==> config.mk <==
export PLATFORM = sky130hd
export DESIGN_NAME = scram_flat
export DESIGN_NICKNAME = d
export VERILOG_FILES = /design/src/rtl/scram_if.sv /design/src/rtl/scram.sv /design/src/flat_wrapper.sv
export SDC_FILE = /design/constraint.sdc
export NUM_CORES = 1
export LEC_CHECK = 0
export CAP_MARGIN = 20
export CORE_AREA = 2 2 139 141
export DETAILED_ROUTE_END_ITERATION = 10
export DIE_AREA = 0 0 141 143
export PLACE_DENSITY = 0.66
export SETUP_SLACK_MARGIN = 0.3
export SLEW_MARGIN = 20
export SYNTH_ARGS = -nofsm -noshare
export SYNTH_HDL_FRONTEND = slang
export SYNTH_SLANG_ARGS = --single-unit
==> constraint.sdc <==
create_clock -name Ck -period 7.3 [get_ports Ck]
set_input_delay 2.19 -clock Ck [delete_from_list [all_inputs] [get_ports Ck]]
set_output_delay 2.19 -clock Ck [all_outputs]
set_load 0.1 [all_outputs]
==> src/rtl/scram_if.sv <==
// scram_if: bundles the control, data and status signals of the scram block.
// Ports (signals): CE, Scr_En, Seed_Ld, Seed[PP-1:0], Dat_i[DW-1:0] toward the block;
//                  Dat_o[DW-1:0], Vld_o from the block; Prbs_Md only with SCRAM_PRBS_EN.
// master modport is the driving side (framer / bench), slave modport is the scrambler.
interface scram_if #(
   parameter int DW = 62,
   parameter int PP = 58
);
   logic          CE;
   logic          Scr_En;
   logic          Seed_Ld;
   logic [PP-1:0] Seed;
   logic [DW-1:0] Dat_i;
   logic [DW-1:0] Dat_o;
   logic          Vld_o;
`ifdef SCRAM_PRBS_EN
   logic          Prbs_Md;
`endif

   modport master (
      output CE, Scr_En, Seed_Ld, Seed, Dat_i,
`ifdef SCRAM_PRBS_EN
      output Prbs_Md,
`endif
      input  Dat_o, Vld_o
   );

   modport slave (
      input  CE, Scr_En, Seed_Ld, Seed, Dat_i,
`ifdef SCRAM_PRBS_EN
      input  Prbs_Md,
`endif
      output Dat_o, Vld_o
   );
endinterface

==> src/rtl/scram.sv <==
// scram: parallel self-synchronizing (multiplicative) scrambler, DW bits per word, MSB first.
// Ports: Ck clock, Rs async active-high reset, bus (scram_if.slave): CE, Scr_En, Seed_Ld,
//        Seed, Dat_i in; Dat_o, Vld_o out, both registered (1 enabled clock latency).
// Optional macro SCRAM_PRBS_EN adds bus.Prbs_Md, which forces the data to zero (PRBS output).
module scram #(
   parameter int              DW   = 62,
   parameter int              PP   = 58,
   parameter logic [PP-1:0]   DI   = 58'h3ffffffffffffff,
   parameter logic [PP:0]     POLY = 59'h400008000000001
) (
   input logic    Ck,
   input logic    Rs,
   scram_if.slave bus
);

   // Scrambled history: state[0] is the most recent transmitted bit.
   logic [PP-1:0] state;
   logic [DW-1:0] dat_q;
   logic          vld_q;

   logic [PP-1:0] hist;
   logic [DW-1:0] din;
   logic [DW-1:0] word_nxt;
   logic [PP-1:0] state_nxt;

   // Ripple chain over one word. The working vector is ordered newest-first:
   // v[0] = word bit 0 (newest), v[DW-1] = oldest word bit, v[DW+j-1] = hist[j-1].
   // So the bit j positions before word bit k is always v[k+j], whether it lies
   // inside the word or in the history. Walking k from DW-1 down to 0 means every
   // tap is already final when it is read. The post-word history is simply the
   // newest PP bits v[PP-1:0], which covers both DW >= PP and DW < PP.
   // Returns {scrambled word, post-word state}.
   function automatic logic [DW+PP-1:0] scramble(input logic [PP-1:0] h,
                                                 input logic [DW-1:0] d);
      logic [DW+PP-1:0] v;
      logic             b;
      v = {h, {DW{1'b0}}};
      for (int k = DW - 1; k >= 0; k--) begin
         b = d[k];
         // Taps above PP are outside the declared POLY width and cannot appear.
         for (int j = 1; j <= PP; j++) begin
            if (POLY[j]) begin
               b = b ^ v[k + j];
            end
         end
         v[k] = b;
      end
      return {v[DW-1:0], v[PP-1:0]};
   endfunction

   // A seed loaded together with a word becomes that word's history.
   assign hist = bus.Seed_Ld ? bus.Seed : state;

`ifdef SCRAM_PRBS_EN
   assign din = bus.Prbs_Md ? '0 : bus.Dat_i;
`else
   assign din = bus.Dat_i;
`endif

   assign {word_nxt, state_nxt} = scramble(hist, din);

   always_ff @(posedge Ck or posedge Rs) begin
      if (Rs) begin
         state <= DI;
         dat_q <= '0;
         vld_q <= 1'b0;
      end else if (bus.CE) begin
         if (bus.Scr_En) begin
            dat_q <= word_nxt;
            vld_q <= 1'b1;
            state <= state_nxt;
         end else begin
            vld_q <= 1'b0;
            if (bus.Seed_Ld) begin
               state <= bus.Seed;
            end
         end
      end
   end

   assign bus.Dat_o = dat_q;
   assign bus.Vld_o = vld_q;

endmodule

==> src/flat_wrapper.sv <==
// flat-port wrapper written by rule: the top's interface ports become plain ports
module scram_flat 
#(
   parameter int              DW   = 62,
   parameter int              PP   = 58,
   parameter logic [PP-1:0]   DI   = 58'h3ffffffffffffff,
   parameter logic [PP:0]     POLY = 59'h400008000000001
)
  (Ck, Rs, bus_CE, bus_Scr_En, bus_Seed_Ld, bus_Seed, bus_Dat_i, bus_Dat_o, bus_Vld_o);
  scram_if #(.DW(DW), .PP(PP)) bus_i ();
  input logic Ck;
  input logic Rs;
  input wire logic [$bits(bus_i.CE)-1:0] bus_CE;
  input wire logic [$bits(bus_i.Scr_En)-1:0] bus_Scr_En;
  input wire logic [$bits(bus_i.Seed_Ld)-1:0] bus_Seed_Ld;
  input wire logic [$bits(bus_i.Seed)-1:0] bus_Seed;
  input wire logic [$bits(bus_i.Dat_i)-1:0] bus_Dat_i;
  output wire logic [$bits(bus_i.Dat_o)-1:0] bus_Dat_o;
  output wire logic [$bits(bus_i.Vld_o)-1:0] bus_Vld_o;
  assign bus_i.CE = bus_CE;
  assign bus_i.Scr_En = bus_Scr_En;
  assign bus_i.Seed_Ld = bus_Seed_Ld;
  assign bus_i.Seed = bus_Seed;
  assign bus_i.Dat_i = bus_Dat_i;
  assign bus_Dat_o = bus_i.Dat_o;
  assign bus_Vld_o = bus_i.Vld_o;
  scram #(.DW(DW), .PP(PP), .DI(DI), .POLY(POLY)) u_core (.Ck(Ck), .Rs(Rs), .bus(bus_i));
endmodule
==> Word level (Yosys, flattened, before mapping) <==
Cells that the tools add are included.
{ "word_totals": {"input_bits": 125, "wordCells": 131, "output_inout_bits": 63, "ff_bits": 121} }
{ "op_classes": {"bitwise": 124, "mux": 3, "n_reduce_logical": 1} }
{ "op_table": {"columns": ["operator", "count"], "rows": [
  ["$xor 1x1->1", 124],
  ["$mux 58", 2],
  ["$reduce_and 2->1", 1],
  ["$mux 1", 1]
]} }

==> Longest topological paths before layout <==
{ "depth": {"depth_word": 6, "mapped_depth": 8, "mapped_depth_nobuf": 5} }

==> Worst setup path before layout <==
OpenSTA, ideal clock, no wires.
{ "synth_path": {"kind": "input port to flip-flop", "start": "input port bus_Seed_Ld", "end": "register u_core.state[10]", "setup_ns": 0.097, "arrival_time_ns": 3.288, "setup_slack_ns": 3.914, "n_path_buf": 2, "cell_stages": 6, "cell_sequence": "buf_6 buf_6 mux2i_2 xnor3_1 nand2_1 o221ai_1"} }
{ "synth_between": {"elab_chain_len": 6} }
{ "synth_rtl": {"columns": ["item", "line_no", "rtl"], "rows": [
  ["start: declaration", "flat_wrapper.sv:15", "input wire logic [$bits(bus_i.Seed_Ld)-1:0] bus_Seed_Ld;"],
  ["$mux 58 *", null, null],
  ["$xor 1x1->1 (4 in series)", "scram.sv:43", "b = b ^ v[k + j];"],
  ["$mux 58 *", "scram.sv:68", "if (bus.Scr_En) begin"],
  ["end signal: assignment", "scram.sv:71", "state <= state_nxt;"],
  ["end signal: assignment", "scram.sv:75", "state <= bus.Seed;"],
  ["end: declaration", "scram.sv:17", "logic [PP-1:0] state;"]
]} }
Every way passes the cells marked *; elsewhere a longest branch is shown, timed or not.
A chain may end at the register's enable or synchronous reset.

==> key figures <==
Global routing
  – Largest net degree at the start of global routing: 97
  – Vias in the first global route: 6,171
  – Grt ovf: 0
  – First-pass GRT wire length: around 35,000 um
  – Gr usage total: 0.230
  – Antenna violations before repair: 0

Synth
  – Mapped Cells: 725
  – Flops & latches, synth: between 100 and 150
  – Post-Synthesis Cell Area: roughly 0.0073 mm2
  – Synth Area in Simple Gates: 0.102
  – Compound-gate portion of the synthesized area: 0.138
  – Proportion of synthesized area in mux cells: 0.0625
  – Adder-cell share of the synthesized area: 0
  – Yosys cell types: 28
  – Syn. warnings: 0
  – Post-synthesis sequential area ratio: 0.424
  – Syn Nets: 850
  – Syn_area_per_cell: 10.1 um2
  – Post-synthesis xor/xnor area fraction: 0.234
  – Main combinational cell family by area after synthesis: XOR/XNOR gates

Die
  – Initial core utilization: 0.393
  – Die H: 143 um
  – Chip Width: around 140 um
  – Die footprint: roughly 0.02 mm2
  – FP Rows: 50
  – Area of the core: 0.0186 mm2
  – Ports: 188

STA
  – RSZ-0062 raised after global routing: no
  – Final critical-path required period: about 4.5 ns
  – Slew headroom: 0.289
  – Final Hold Vio Count: 0
  – Tcrit/Tclk final: 0.612
  – Hold WS: 0.471 ns
  – TNS Setup: 0 ns
  – Worst clock skew: approximately 0.0083 ns
  – Slew Limit Fails: 0
  – FMAX: ~0.22 GHz
  – Setup ws final: around 2.8 ns
  – # setup viols final: 0
  – Worst Tran Pin Value: between 1 and 1.5 ns

Clocking
  – # Post-CTS Setup Buffers: 0
  – Clock transition at path regs: about 0.06 ns
  – CTS tree: built
  – Max Root-Sink Buffers: 2
  – CTS sink cnt: between 100 and 150
  – Post-CTS Hold Buffers: 0
  – Worst-Skew Late Latency: ~0.42 ns
  – PostCTS Resize Cnt: 0
  – H-tree depth: 4
  – Root Buffer: clkbuf_16
  – Inserted Clock Buffers: 17

Placement
  – DP HPWL: between 15,000 and 20,000 um
  – I/O Buffers: approximately 190
  – Placer Congestion: ~0.8
  – Pre-CTS setup slack: 2.42 ns

Pwr
  – Max VDD drop: roughly 0.31 mV
  – Leak: between 4 and 5 nW
  – Pwr Density: ~420 mW/mm2

Detailed routing
  – DRT Pass-1 Iters: 5
  – WL met1: 10,600 um
  – Via/cell ratio: a little over 5
  – Routed wire length: 22,500 um
  – Top Metal Used: met4
  – Met2 WL: between 10,000 and 15,000 um
  – Initial detailed-routing violation count: between 400 and 500
  – Via count: 5,924
  – WL met3: approximately 1200 um
  – Drt wl/cell: between 15 and 20 um
  – Drt drc: 0
  – DRT antenna net count: 0

Setup path
  – Setup CP Type: in -> reg
  – Setup crit end kind: flop
  – CP arrival: around 4.8 ns
  – Worst path required time: 7.64 ns
  – Critical path fanouts, max: 20
  – Critical Path Start Type: input port

Min path
  – Hold crit path type: reg -> reg

Run status
  – Status: finished clean

Finish
  – Commonest non-fill, non-tap cell in the layout: clkdlybuf4s50_1
  – P&R area growth vs syn: 35.8%
  – NumNets Final: between 1,000 and 1,500
  – Most frequent cells in the layout: 186 x clkdlybuf4s50_1, 161 x nand2_1, 94 x xnor2_1
  – Layout cell share with drive strength beyond 1: 0.130
  – ANT cells: 0

Run
  – Max Cap Violations: 0
==> worst max-delay path, cell delays in order <==
cell	delay [ns]
clkdlybuf4s50_1	0.95
buf_4	0.40
inv_1	0.09
nor2_1	0.55
buf_4	0.33
o32ai_1	0.11
a21oi_1	0.16
==> final cells by class <==
type,count,area [um2]
Inverter,15,58.8
Sequential cell,121,3100
Tap cell,234,293
Multi-Input combinational cell,544,3940
Clock inverter,11,146
Fill cell,1662,8650
Timing Repair Buffer,196,1940
Clock buffer,21,460
==> routing by layer <==
layer	vias to the layer above	track usage
met5	-	0
met3	27	0.0513
met1	2870	0.324
met4	0	0.0616
li1	2817	-
met2	210	0.361
==> report_power, final <==
part | total, mW | switching [mW] | internal (mW)
Clock | 0.872 | 0.319 | 0.554
Combinational | 2.14 | 1.45 | 0.690
Sequential | 1.14 | 0.174 | 0.962
Total | 4.15 | 1.94 | 2.21
==> worst paths after layout <==
kind,end,slack [ns],cells past startpoint,start
worst max-delay path,u_core.state[34],2.83,7,bus_CE
worst min-delay path,u_core.bus.Dat_o[61],0.47,2,u_core.bus.Dat_o[61]
worst max register to register,u_core.state[2],5.56,5,u_core.state[37]
worst min register to register,u_core.bus.Dat_o[61],0.47,2,u_core.bus.Dat_o[61]
max in group asynchronous,u_core.bus.Dat_o[59],3.75,3,Rs
min in group asynchronous,u_core.bus.Dat_o[5],2.30,2,Rs
==> per-stage QoR <==
step	utilization	area [um2]	power (mW)	std cells
after global routing	0.534	9930	4.34	1142
after global placement	0.502	9320	3.26	1110
after floorplan	-	7310	2.73	725
after detailed placement	0.502	9320	3.28	1110
final	0.534	9930	4.15	1142
after CTS	0.534	9930	4.17	1142
==> sequential cells by signal, indices dropped and copies added, names as in the netlist <==
register          cells
u_core.bus.Dat_o     62
u_core.state         58
u_core.bus.Vld_o      1
==> synth_stat cells <==
cell type    n  area (um2)
a21oi_1     30         150
xnor2_1     94         823
and2_1       2        12.5
xnor2_2      2        32.5
xnor3_1     17         383
o221ai_1    19         166
a32oi_1     15         131
buf_6        6        67.6
nand2b_1     1        6.26
xor2_1      54         473
a21o_1       3        22.5
inv_1       15        56.3
a2bb2oi_1   15         131
buf_1        2        7.51
o21ai_0      4        20.0
buf_2        5        25.0
nor2b_1     11        68.8
a211o_1      2        17.5
nand2_1    162         608
dfrtp_1     63        1580
mux2i_1     25         250
clkbuf_1    30         113
o21ai_1     39         195
buf_4        2        15.0
dfstp_2     58        1520
mux2i_2     15         206
nor2_1      14        52.6
o32ai_1     20         175
==> cell families after synthesis <==
logic type                count (synthesis)
xor gates and xnor gates                167
and+or+nand+nor                         190
buffers and inverters                    60
muxes                                    40
AOI/OAI and AO/OA                       147
DFF                                     121
(Power assumes the default switching activity.)
